`src/rtl/memacc_pkg.sv`:
```
// Shared types and helpers for the memory-access stage.
// Size encodings, FSM states, load lane select and extension.
package memacc_pkg;

  localparam logic [1:0] SZ_BYTE = 2'b00;
  localparam logic [1:0] SZ_HALF = 2'b01;
  localparam logic [1:0] SZ_WORD = 2'b10;

  typedef enum logic {
    IDLE,
    BUSY
  } state_t;

  // Shift the addressed lane down to bit 0.
  function automatic logic [31:0] laneSel(
    input logic [31:0] d,
    input logic [1:0]  sz,
    input logic [1:0]  a
  );
    logic [31:0] r;
    r = d;
    unique case (1'b1)
      (sz == SZ_BYTE): r = d >> {a, 3'b000};
      (sz == SZ_HALF): r = d >> {a[1], 4'b0000};
      default:         r = d;
    endcase
    return r;
  endfunction

  // Sign- or zero-extend a lane already at bit 0.
  function automatic logic [31:0] extend(
    input logic [31:0] r,
    input logic [1:0]  sz,
    input logic        uns
  );
    logic [31:0] v;
    v = r;
    unique case (1'b1)
      (sz == SZ_BYTE):
        v = {{24{r[7] & ~uns}}, r[7:0]};
      (sz == SZ_HALF):
        v = {{16{r[15] & ~uns}}, r[15:0]};
      default:
        v = r;
    endcase
    return v;
  endfunction

endpackage

```
`src/rtl/memacc_align.sv`:
```
// Store lane replication, byte enables and load extend.
// Purely combinational; shared by store and load paths.
module memacc_align
  import memacc_pkg::*;
(
  input  logic [1:0]  size,
  input  logic [1:0]  addrLo,
  input  logic [31:0] storeData,
  input  logic [31:0] loadData,
  input  logic        loadUnsigned,
  output logic [31:0] wdata,
  output logic [3:0]  be,
  output logic [31:0] loadValue
);

  logic isByte;
  logic isHalf;

  assign isByte = (size == SZ_BYTE);
  assign isHalf = (size == SZ_HALF);

  // Replicate store data into every lane; enable the addressed ones.
  always_comb begin
    wdata = storeData;
    be    = 4'b1111;
    unique case (1'b1)
      isByte: begin
        wdata = {4{storeData[7:0]}};
        be    = 4'b0001 << addrLo;
      end
      isHalf: begin
        wdata = {2{storeData[15:0]}};
        be    = addrLo[1] ? 4'b1100 : 4'b0011;
      end
      default: ;
    endcase
  end

  assign loadValue = extend(
    laneSel(loadData, size, addrLo),
    size, loadUnsigned);

endmodule

```
`src/rtl/mem_access_stage.sv`:
```
// Memory-access stage: req/ack data memory port, stall, MEM/WB regs.
// Optional misalignment trap: define MEMACC_MISALIGN_TRAP_EN.
module mem_access_stage
  import memacc_pkg::*;
#(
  parameter int TIMEOUT = 255,
  parameter int CNTW    = $clog2(TIMEOUT + 1)
) (
  input  logic        CLOCK,
  input  logic        RESET,
  input  logic        MEMinMemRead,
  input  logic        MEMinMemWrite,
  input  logic        MEMinMemtoReg,
  input  logic        MEMinRegWrite,
  input  logic        MEMinlwusig,
  input  logic        MEMinANDLINK,
  input  logic [1:0]  MEMinSIZE,
  input  logic [31:0] MEMinPCadd,
  input  logic [31:0] MEMinALUans,
  input  logic [31:0] MEMinforb,
  input  logic [4:0]  MEMinREGISTER,
  output logic        DMEMreq,
  output logic        DMEMwe,
  output logic [31:0] DMEMaddr,
  output logic [31:0] DMEMwdata,
  output logic [3:0]  DMEMbe,
  input  logic [31:0] DMEMrdata,
  input  logic        DMEMack,
  output logic        STALL,
  output logic        BUSERR,
  output logic        MEM_WBoutRegWrite,
  output logic [4:0]  MEM_WBoutREGISTER,
  output logic [31:0] MEM_WBoutWDATA
`ifdef MEMACC_MISALIGN_TRAP_EN
  ,
  output logic        MISALIGN
`endif
);

  state_t          state;
  state_t          stateNext;
  logic [CNTW-1:0] cnt;
  logic [CNTW-1:0] cntNext;
  logic            memRaw;
  logic            misAl;
  logic            memop;
  logic            timeout;
  logic [1:0]      a;
  logic [31:0]     alWdata;
  logic [3:0]      alBe;
  logic [31:0]     ldVal;
  logic [31:0]     wbData;

  assign a      = MEMinALUans[1:0];
  assign memRaw = MEMinMemRead | MEMinMemWrite;

`ifdef MEMACC_MISALIGN_TRAP_EN
  assign misAl = memRaw &
    (((MEMinSIZE == SZ_HALF) & a[0]) |
     (MEMinSIZE[1] & (a != 2'b00)));
`else
  assign misAl = 1'b0;
`endif

  assign memop = memRaw & ~misAl;

  memacc_align uAlign (
    .size         (MEMinSIZE),
    .addrLo       (a),
    .storeData    (MEMinforb),
    .loadData     (DMEMrdata),
    .loadUnsigned (MEMinlwusig),
    .wdata        (alWdata),
    .be           (alBe),
    .loadValue    (ldVal)
  );

  // State and wait-counter registers.
  always_ff @(posedge CLOCK or negedge RESET) begin
    if (!RESET) begin
      state <= IDLE;
      cnt   <= '0;
    end else begin
      state <= stateNext;
      cnt   <= cntNext;
    end
  end

  // Next state; abort when the counter reaches TIMEOUT this cycle.
  always_comb begin
    stateNext = state;
    cntNext   = cnt;
    timeout   = 1'b0;
    unique case (state)
      IDLE: begin
        if (memop && !DMEMack) begin
          stateNext = BUSY;
          cntNext   = '0;
        end
      end
      BUSY: begin
        cntNext = cnt + 1'b1;
        if (!memop || DMEMack) begin
          stateNext = IDLE;
          cntNext   = '0;
        end else if (cntNext == CNTW'(TIMEOUT)) begin
          timeout   = 1'b1;
          stateNext = IDLE;
          cntNext   = '0;
        end
      end
      default: begin
        stateNext = IDLE;
        cntNext   = '0;
      end
    endcase
  end

  // Memory port; everything drops while reset is held.
  always_comb begin
    DMEMreq   = RESET & memop;
    DMEMwe    = RESET & memop & MEMinMemWrite;
    DMEMbe    = (RESET & memop) ? alBe : 4'b0000;
    DMEMaddr  = RESET ? {MEMinALUans[31:2], 2'b00} : '0;
    DMEMwdata = RESET ? alWdata : '0;
    STALL     = RESET & memop & ~DMEMack & ~timeout;
  end

  // Write-back value select: link, load, or ALU result.
  always_comb begin
    if (MEMinANDLINK)
      wbData = MEMinPCadd;
    else if (MEMinMemtoReg)
      wbData = ldVal;
    else
      wbData = MEMinALUans;
  end

  // MEM/WB register; a bubble is loaded while stalled.
  always_ff @(posedge CLOCK or negedge RESET) begin
    if (!RESET) begin
      MEM_WBoutRegWrite <= 1'b0;
      MEM_WBoutREGISTER <= '0;
      MEM_WBoutWDATA    <= '0;
      BUSERR            <= 1'b0;
    end else begin
      BUSERR <= timeout;
      if (STALL) begin
        MEM_WBoutRegWrite <= 1'b0;
        MEM_WBoutREGISTER <= '0;
        MEM_WBoutWDATA    <= '0;
      end else begin
        MEM_WBoutRegWrite <=
          MEMinRegWrite & ~timeout & ~misAl;
        MEM_WBoutREGISTER <= MEMinREGISTER;
        MEM_WBoutWDATA    <= wbData;
      end
    end
  end

`ifdef MEMACC_MISALIGN_TRAP_EN
  // One-cycle registered pulse for a trapped access.
  always_ff @(posedge CLOCK or negedge RESET) begin
    if (!RESET)
      MISALIGN <= 1'b0;
    else
      MISALIGN <= misAl;
  end
`endif

endmodule
```
`config.mk`:
```
export PLATFORM = sky130hd
export DESIGN_NAME = mem_access_stage
export DESIGN_NICKNAME = d
export VERILOG_FILES = /design/src/rtl/memacc_pkg.sv /design/src/rtl/memacc_align.sv /design/src/rtl/mem_access_stage.sv
export SDC_FILE = /design/constraint.sdc
export NUM_CORES = 1
export LEC_CHECK = 0
export BUFFER_PORTS_ARGS = -buffer_cell sky130_fd_sc_hd__buf_2
export CORE_MARGIN = 5
export CORE_UTILIZATION = 43
export DETAILED_ROUTE_END_ITERATION = 7
export GPL_ROUTABILITY_DRIVEN = 0
export MAX_ROUTING_LAYER = met4
export PLACE_DENSITY = 0.78
export SETUP_SLACK_MARGIN = 0.5
export SYNTH_ARGS = -nofsm -noshare
export SYNTH_HDL_FRONTEND = slang
export SYNTH_SLANG_ARGS = --single-unit
```
`constraint.sdc`:
```
create_clock -name CLOCK -period 3 [get_ports CLOCK]
set_clock_uncertainty 0.2 [all_clocks]
set_input_delay 0.45 -clock CLOCK [delete_from_list [all_inputs] [get_ports CLOCK]]
set_output_delay 0.45 -clock CLOCK [all_outputs]
set_load 0.05 [all_outputs]
```
==> reports/results.ini, run 1 <==
[synthesis]
synth-edff-count = 0
synth_common_cells = nand2_1, dfrtp_1, and2_1, nor2_1
syn_avg_cell_area_sq_um = 8.020
synthFlopType = dfrtp_1
netlist_instances = 486
ys_seq_area_share_pct = 30.82
ys.warnings.count = 0
synth_area_sq_um = 3897
synth_cell_types = 58
synth_area_leaders = dfrtp_1, and2_1, nor4_1, nand2_1, nor2b_1
async_flop_share_pct = 100.0
yosysTopAreaCellShare_pct = 30.82
ys_ff_latch = 48
netlist.top_cell.by_area = dfrtp_1
synth_most_common_cell = nand2_1

[sta]
drv_slew = 0
period_share_pct = 87.99
setup_violations = 0
hold_slack_ps = 142.1
maxSlewHeadroom_pct = 19.80
finalHoldViolCount = 0
worst_pin_slew_ps = 1198
rsz0062_at_grt = yes
timing.fmax_mhz = 378.8
tns_ps = 0
finalCriticalPeriod_ps = 2640

[drt]
routed_wirelength_um = 16180
vias = 4828
initialDrtViolationCount = 371
first_pass_iters = 6
drc_errors = 0
wl_per_cell_um = 19.40
vias_per_cell = 5.789
ant_nets = 0

[setup_path]
reg2regPathDepth = 8
crit_path_end_kind = primary output
path_class = flop to primary output
crit_fanout = 3
cp.required_ps = 2350
reg2reg_slack_ps = 490
cp-start-kind = flop
critPathLaunch = cnt[0]
reg2reg_to = MEM_WBoutWDATA[31]
r2r-start = cnt[0]
arrival_ps = 1990

[global_route]
grt_pass1_wl_um = 24670
grt_use_total_pct = 27.91
grt.overflow.total = 0
grt_pass1_vias = 4829
grt_max_degree = 51
antenna_found_initial = 1

[cts]
clkSinkCount = 48
root_buffer = clkbuf_8
cts_buffer_depth = 2
cts_buffers = 5
htreeDepth = 2
clock_latency_ps = 300
cts_tree = built
path_clk_slew_ps = 90

[layout]
nets = 870
ff_latch_area_sq_um = 1205
layout-drive-gt1-share_pct = 46.21
areaGrowthSynthToFinish_pct = 44.78
multi_input_area_sq_um = 2701
stdcell_count = 834
fill_cells = 784

[worst_hold_path]
hold_class = input pin to asynchronous set/reset pin

[power]
leakage_nw = 2.854
comb_power_share_pct = 46.6
vdd_drop_max_mv = 0.1956
pwr_density_cell_nw_per_um2 = 394.9
power.internal_w = 0.001257
power.switching_w = 0.0009718
clock_power_share_pct = 21.1
swShare_pct = 43.61
seq_power_share_pct = 32.2

[status]
status = finished, final reports clean

[floorplanning]
die_area_sq_um = 11070
die_w_um = 105.2
row_count = 34
die_h_um = 105.2
io_pins = 254
fp.coreArea_sq_um = 8763
initial_utilization_pct = 44.47

[placement]
dp_cells = 819
io_buffers = 251
hpwl_um = 12230

[run]
drv_cap = 0

## power groups by stage
stage               Combinational [W]  Clock (W)  Sequential (W)
floorplan                    0.000492          0        0.000920
global placement             0.000979          0        0.000731
detailed placement           0.000994          0        0.000733
CTS                           0.00102   0.000474        0.000719
global route                  0.00110   0.000500        0.000723
finish                        0.00104   0.000471        0.000718
## cell families after synthesis
| group | Yosys count | share of synthesized area (%) |
|---|---|---|
| buffers and inverters | 53 | 6.260 |
| other | 1 | 0.09622 |
| xor gates and xnor gates | 6 | 1.349 |
| AOI/OAI and AO/OA | 139 | 26.33 |
| DFF | 48 | 30.82 |
| adders and majority gates | 2 | 0.6420 |
| and+or+nand+nor | 220 | 30.14 |
| muxes | 17 | 4.366 |
## sequential cells by signal, indices dropped and copies added (netlist names)
signal	flops
BUSERR	1
MEM_WBoutREGISTER	5
MEM_WBoutRegWrite	1
MEM_WBoutWDATA	32
cnt	8
state	1
## critical path, cell delays in order (launching register included)
cell	delay [ps]
dfrtp_2	400
ha_4	140
nand3_2	80
or3_4	360
a2111oi_4	380
a31oi_4	150
buf_6	180
## what timing repair did
action,4_1_cts,5_1_grt
setup buffers,4,1
setup endpoints to repair,37,35
cloned,0,0
hold endpoints to repair,4,0
hold buffers,1,0
pin swaps,3,1
gates resized for setup,20,14
## placed cells by master, fill, tap and decap left out, types with 3 or more instances in the layout
cell	instances
buf_4	19
buf_2	249
nand2_1	50
or4_1	3
dfrtp_1	45
a21oi_1	15
nand3_1	6
xnor2_1	3
inv_1	9
nor4_1	16
dfrtp_2	3
nor2_1	34
o21ai_0	30
a2111oi_2	3
o211a_1	8
a211oi_1	4
clkbuf_8	5
o22ai_1	7
a22oi_1	8
a21boi_2	8
nor4_2	11
nor3_1	5
mux2i_1	17
nor2b_2	8
xor2_1	3
a22o_1	7
and2_1	43
o311ai_0	4
a31oi_1	3
a221oi_1	3
a211o_1	6
nor4_4	4
a211oi_2	4
nor2b_1	21
a21o_1	15
## final cells by class
cell class / instances / share of cell area, %
antenna: 1 / 0.04435
clock buffer: 6 / 1.286
clock inverter: 2 / 0.6208
inverter: 11 / 0.7317
multi-input combinational: 386 / 47.87
sequential: 48 / 21.35
tap: 108 / 2.395
timing repair buffer: 272 / 25.70
## per-layer routing
layer	global-route usage, %	part of all wire [%]	vias up	wire (um)
met5	-	0	-	0
met4	9.772	2.9	0	473
met3	4.439	8.4	39	1361
met2	47.63	51	307	8239
met1	33.21	38	2263	6105
li1	-	-	2219	-
## worst max path at each step
stage	end	cells past startpoint
2_1_floorplan	STALL	7
3_3_place_gp	MEM_WBoutWDATA[9]	6
3_5_place_dp	MEM_WBoutWDATA[11]	6
4_1_cts	STALL	6
5_1_grt	STALL	6
6_report	STALL	6
## per-stage QoR
stage / total power, W / utilization [%] / setup WS (ps) / instance area [sq um]
2_1_floorplan: 0.001412 / - / 508.3 / 3984
3_3_place_gp: 0.001711 / 60.58 / 177.3 / 5309
3_5_place_dp: 0.001727 / 60.58 / 45.87 / 5309
4_1_cts: 0.002209 / 63.26 / 255.2 / 5544
5_1_grt: 0.002324 / 64.39 / 282.0 / 5643
6_report: 0.002228 / 64.39 / 360.4 / 5643
(Power assumes the default switching activity.)
==> inputs of run 2 (changes only) <==
- HOLD_SLACK_MARGIN: not set -> 0.15
==> reports/results.ini, run 2 (synthesis results as in run 1) <==
[floorplanning]
io_pins = 254  ; unchanged
die_w_um = 105.2  ; unchanged
die_area_sq_um = 11070  ; unchanged
fp.coreArea_sq_um = 8763  ; unchanged
row_count = 34  ; unchanged
die_h_um = 105.2  ; unchanged
initial_utilization_pct = 44.47  ; unchanged

[drt]
ant_nets = 0  ; unchanged
routed_wirelength_um = 16390  ; +1.3%
first_pass_iters = 5  ; -1
initialDrtViolationCount = 375  ; +1.1%
drc_errors = 0  ; unchanged
wl_per_cell_um = 19.58  ; +0.92%
vias = 4867  ; +0.81%
vias_per_cell = 5.815  ; +0.45%

[cts]
clkSinkCount = 48  ; unchanged
clock_latency_ps = 300  ; about the same
htreeDepth = 2  ; unchanged
cts_tree = built
cts_buffer_depth = 2  ; unchanged
path_clk_slew_ps = 90  ; about the same
root_buffer = clkbuf_8
cts_buffers = 5  ; unchanged

[worst_hold_path]
hold-path-cell-count = 2
hold_class = input pin to flop

[setup_path]
arrival_ps = 1990  ; about the same
reg2regPathDepth = 8  ; unchanged
path_class = flop to primary output
cp_slowest_cell = dfrtp_2
crit_chain = ha_4 > nand3_2 > or3_4 > a2111oi_4 > a31oi_4 > buf_6
cp-start-kind = flop
cp.required_ps = 2350  ; about the same
slowest_delay_ps = 400  ; about the same
crit_fanout = 3  ; unchanged
crit_path_end_kind = primary output

[sta]
finalHoldViolCount = 0  ; unchanged
rsz0062_at_grt = yes
drv_slew = 0  ; unchanged
period_share_pct = 87.87  ; -0.12 points
tns_ps = 0  ; unchanged
worst_pin_slew_ps = 1234  ; +36.04 ps
timing.fmax_mhz = 379.3  ; +0.13%
maxSlewHeadroom_pct = 17.39  ; -2.4 points
setup_violations = 0  ; unchanged
finalCriticalPeriod_ps = 2636  ; -3.504 ps

[status]
status = finished, final reports clean

[layout]
mostFrequentLayoutCells = buf_2, nand2_1, dfrtp_1, and2_1, nor2_1
stdcell_area_sq_um = 5683  ; +0.71%
regMostFlops = MEM_WBoutWDATA
areaGrowthSynthToFinish_pct = 45.81
final_common_cell = buf_2
layout-drive-gt1-share_pct = 46.15  ; -0.053 points
nets = 873  ; +0.34%
largest_reg_flops = 32  ; unchanged
fill_cells = 780  ; -0.51%
largestRegisters = MEM_WBoutWDATA: 32 flops, cnt: 8 flops, MEM_WBoutREGISTER: 5 flops

[placement]
placed_cell_area_sq_um = 5309  ; unchanged
io_buffers = 251  ; unchanged
hpwl_um = 12230  ; unchanged

[global_route]
grt_pass1_vias = 4854  ; +0.52%
grt_pass1_wl_um = 25030  ; +1.5%
antenna_found_initial = 1  ; unchanged
grt_use_total_pct = 28.38  ; +0.46 points
grt_max_degree = 40  ; -22%
grt.overflow.total = 0  ; unchanged

[run]
drv_cap = 0  ; unchanged

[power]
vdd_drop_max_mv = 0.1958  ; +0.10%
pwr_density_cell_nw_per_um2 = 394.6  ; about the same
leakage_nw = 2.872  ; +0.62%

[run 2: cell type report]
class | instances | area (sq um) | share of cell area, %
Antenna cell | 1 | 2.502 | 0.04403
Clock buffer | 6 | 72.57 | 1.277
Clock inverter | 2 | 35.03 | 0.6165
Sequential cell | 48 | 1205 | 21.20
Multi-Input combinational cell | 386 | 2701 | 47.53
Tap cell | 108 | 135.1 | 2.378
Timing Repair Buffer | 275 | 1490 | 26.22
Inverter | 11 | 41.29 | 0.7266
[run 2: final timing paths]
kind / start / to / slack, ps
max: cnt[0] / STALL / 360
min: MEMinREGISTER[1] / MEM_WBoutREGISTER[1] / 170
max reg2reg: cnt[0] / MEM_WBoutWDATA[25] / 490
min reg2reg: cnt[7] / cnt[7] / 360
max in group asynchronous: RESET / cnt[7] / 1430
min in group asynchronous: RESET / cnt[3] / 240
[run 2: what timing repair did]
action                                  in CTS  in global routing
hold endpoints to repair                     4                  0
setup buffers                                4                  1
gates resized for setup                     20                 14
endpoints found under the setup margin      37                 35
hold buffers                                 4                  0
pin swaps                                    3                  1
[run 2: metal layers]
metal | share of wire [%] | track usage [%] | vias to the layer above
met5 | 0 | - | -
met4 | 2.8 | 8.858 | 0
met3 | 8.0 | 4.624 | 38
met2 | 51 | 48.75 | 306
met1 | 38 | 33.86 | 2297
li1 | - | - | 2226
[run 2: metrics by stage]
stage | hold WS (ps) | setup slack [ps] | power [W] | instances | util [%]
after floorplan | -45.59 | 508.3 | 0.001412 | 487 | -
after global placement | 161.5 | 177.3 | 0.001711 | 819 | 60.58
after detailed placement | 164.8 | 45.87 | 0.001727 | 819 | 60.58
after CTS | 172.5 | 255.2 | 0.002216 | 835 | 63.72
after global routing | 180.7 | 282.0 | 0.002333 | 837 | 64.85
final | 174.5 | 363.9 | 0.002243 | 837 | 64.85
[run 2: worst max-delay path: cells and delay by family (launching register included)]
family	cells	cell delay, ps
DFF	1	400
adders and majority gates	1	140
AOI/OAI and AO/OA	2	530
buffers and inverters	1	180
and+or+nand+nor	2	440
[run 2: where the power goes]
part           switching [W]  internal (W)  leakage, nW  total [W]
Clock               0.000229      0.000248       0.0552   0.000477
Combinational       0.000735      0.000313         2.22    0.00105
Sequential         0.0000175      0.000700        0.593   0.000718
Total               0.000982       0.00126         2.87    0.00224
==> inputs of run 3 (changes only) <==
- PLACE_DENSITY: 0.78 -> 0.92
==> reports/results.ini, run 3 (synthesis results as in run 1) <==
[global_route]
grt_use_total_pct = 28.27  ; -0.11 points
grt_pass1_vias = 4929  ; +1.5%
antenna_found_initial = 2  ; +1
grt.overflow.total = 0  ; unchanged
grt_pass1_wl_um = 24800  ; -0.91%
grt_max_degree = 44  ; +10%

[layout]
layout-drive-gt1-share_pct = 47.08  ; +0.93 points
nets = 883  ; +1.1%
largestRegisters = MEM_WBoutWDATA: 32 flops, cnt: 8 flops, MEM_WBoutREGISTER: 5 flops
final_common_cell = buf_2
mostFrequentLayoutCells = buf_2, nand2_1, dfrtp_1, and2_1, nor2_1
areaGrowthSynthToFinish_pct = 48.44
fill_cells = 786  ; +0.77%
largest_reg_flops = 32  ; unchanged
regMostFlops = MEM_WBoutWDATA

[cts]
clkSinkCount = 48  ; unchanged
clock_latency_ps = 300  ; about the same
cts_buffers = 5  ; unchanged
root_buffer = clkbuf_8
path_clk_slew_ps = 90  ; about the same
htreeDepth = 2  ; unchanged
cts_buffer_depth = 2  ; unchanged
cts_tree = built

[worst_hold_path]
hold_class = input pin to flop
hold-path-cell-count = 2  ; unchanged

[sta]
worst_pin_slew_ps = 961.8  ; -271.9 ps
timing.final.ws_setup_ps = 354.5  ; -9.360 ps
hold_slack_ps = 177.8  ; +3.290 ps
tns_ps = 0  ; unchanged
maxSlewHeadroom_pct = 35.67  ; +18 points
setup_violations = 0  ; unchanged
drv_slew = 0  ; unchanged
finalHoldViolCount = 0  ; unchanged
period_share_pct = 88.18  ; +0.31 points
finalCriticalPeriod_ps = 2645  ; +9.360 ps
rsz0062_at_grt = yes
timing.fmax_mhz = 378.0  ; -0.35%

[setup_path]
r2r-start = cnt[0]
cp-endpoint = STALL
cp.required_ps = 2350  ; about the same
arrival_ps = 2000  ; about the same
critPathLaunch = cnt[0]
crit_path_end_kind = primary output
cp-start-kind = flop
path_class = flop to primary output
crit_fanout = 3  ; unchanged
reg2reg_to = MEM_WBoutWDATA[24]
reg2regPathDepth = 8  ; unchanged
reg2reg_slack_ps = 530  ; +40 ps

[floorplanning]
initial_utilization_pct = 44.47  ; unchanged
die_w_um = 105.2  ; unchanged
io_pins = 254  ; unchanged
row_count = 34  ; unchanged
die_area_sq_um = 11070  ; unchanged
fp.coreArea_sq_um = 8763  ; unchanged
die_h_um = 105.2  ; unchanged

[placement]
hpwl_um = 12510  ; +2.3%
place_ws_ps = 249.2  ; +203.4 ps
io_buffers = 251  ; unchanged

[drt]
vias = 4864  ; -0.062%
routed_wirelength_um = 16520  ; +0.81%
wl_per_cell_um = 19.50  ; -0.38%
first_pass_iters = 5  ; unchanged
vias_per_cell = 5.743  ; -1.2%
initialDrtViolationCount = 406  ; +8.3%
drc_errors = 0  ; unchanged
ant_nets = 0  ; unchanged

[power]
pwr_density_cell_nw_per_um2 = 372.3  ; -5.7%
leakage_nw = 2.911  ; +1.3%
vdd_drop_max_mv = 0.1699  ; -13%

[status]
status = finished, final reports clean

[run]
drv_cap = 0  ; unchanged

[run 3: cell count changes in the layout (fill, tap and decap cells not counted), moves of 2 or more]
cell / delta
nor4_4: +2
dlygate4sd3_1: +2
o21ai_2: +2
buf_4: +8
a2111oi_2: -2
nor4_1: -3
[run 3: cell type report]
class	count	area (sq um)	share of cell area [%]
sequential	48	1206	20.85
antenna	2	5.005	0.08651
tap	108	135.1	2.336
clock inverter	1	5.005	0.08651
timing repair buffer	285	1578	27.27
multi-input combinational	386	2743	47.40
clock buffer	6	72.57	1.254
inverter	11	41.29	0.7137
[run 3: report_power, final]
group	switching [W]	total (W)	internal (W)
Combinational	0.000737	0.00106	0.000323
Clock	0.000217	0.000376	0.000159
Sequential	0.0000179	0.000718	0.000700
Total	0.000971	0.00215	0.00118
[run 3: critical path: stages (launching register included)]
cell and delay [ps]:
dfrtp_2 390, ha_4 140, nand3_2 80, or3_4 370, a2111oi_4 390, a31oi_4 140, buf_6 170
[run 3: repair_timing]
action,in CTS,in global routing
setup buffers,5,1
hold endpoints to repair,34,0
hold buffers,5,0
gates cloned,0,1
resized for setup,11,30
pin swaps,3,2
endpoints found under the setup margin,11,32
[run 3: routing by layer]
| metal | track usage [%] | vias to the layer above | routed length [um] |
|---|---|---|---|
| li1 | - | 2261 | - |
| met1 | 32.98 | 2285 | 6135 |
| met2 | 48.08 | 270 | 8457 |
| met3 | 5.302 | 48 | 1318 |
| met4 | 10.59 | 0 | 608 |
| met5 | - | - | 0 |
[run 3: worst min-delay path by stage]
stage	from	end	slack, ps
final	MEMinREGISTER[2]	MEM_WBoutREGISTER[2]	180
after CTS	MEMinREGISTER[0]	MEM_WBoutREGISTER[0]	170
after global placement	RESET	cnt[6]	150
after global routing	MEMinREGISTER[2]	MEM_WBoutREGISTER[2]	190
after floorplan	RESET	BUSERR	-50
after detailed placement	RESET	cnt[6]	140
[run 3: stage by stage]
step	cell area, sq um	total power (W)	util [%]	cells
5_1_grt	5786	0.002247	66.02	847
3_3_place_gp	5374	0.001718	61.32	826
4_1_cts	5579	0.002128	63.66	843
6_report	5786	0.002154	66.02	847
3_5_place_dp	5374	0.001732	61.32	826
2_1_floorplan	3984	0.001412	-	487
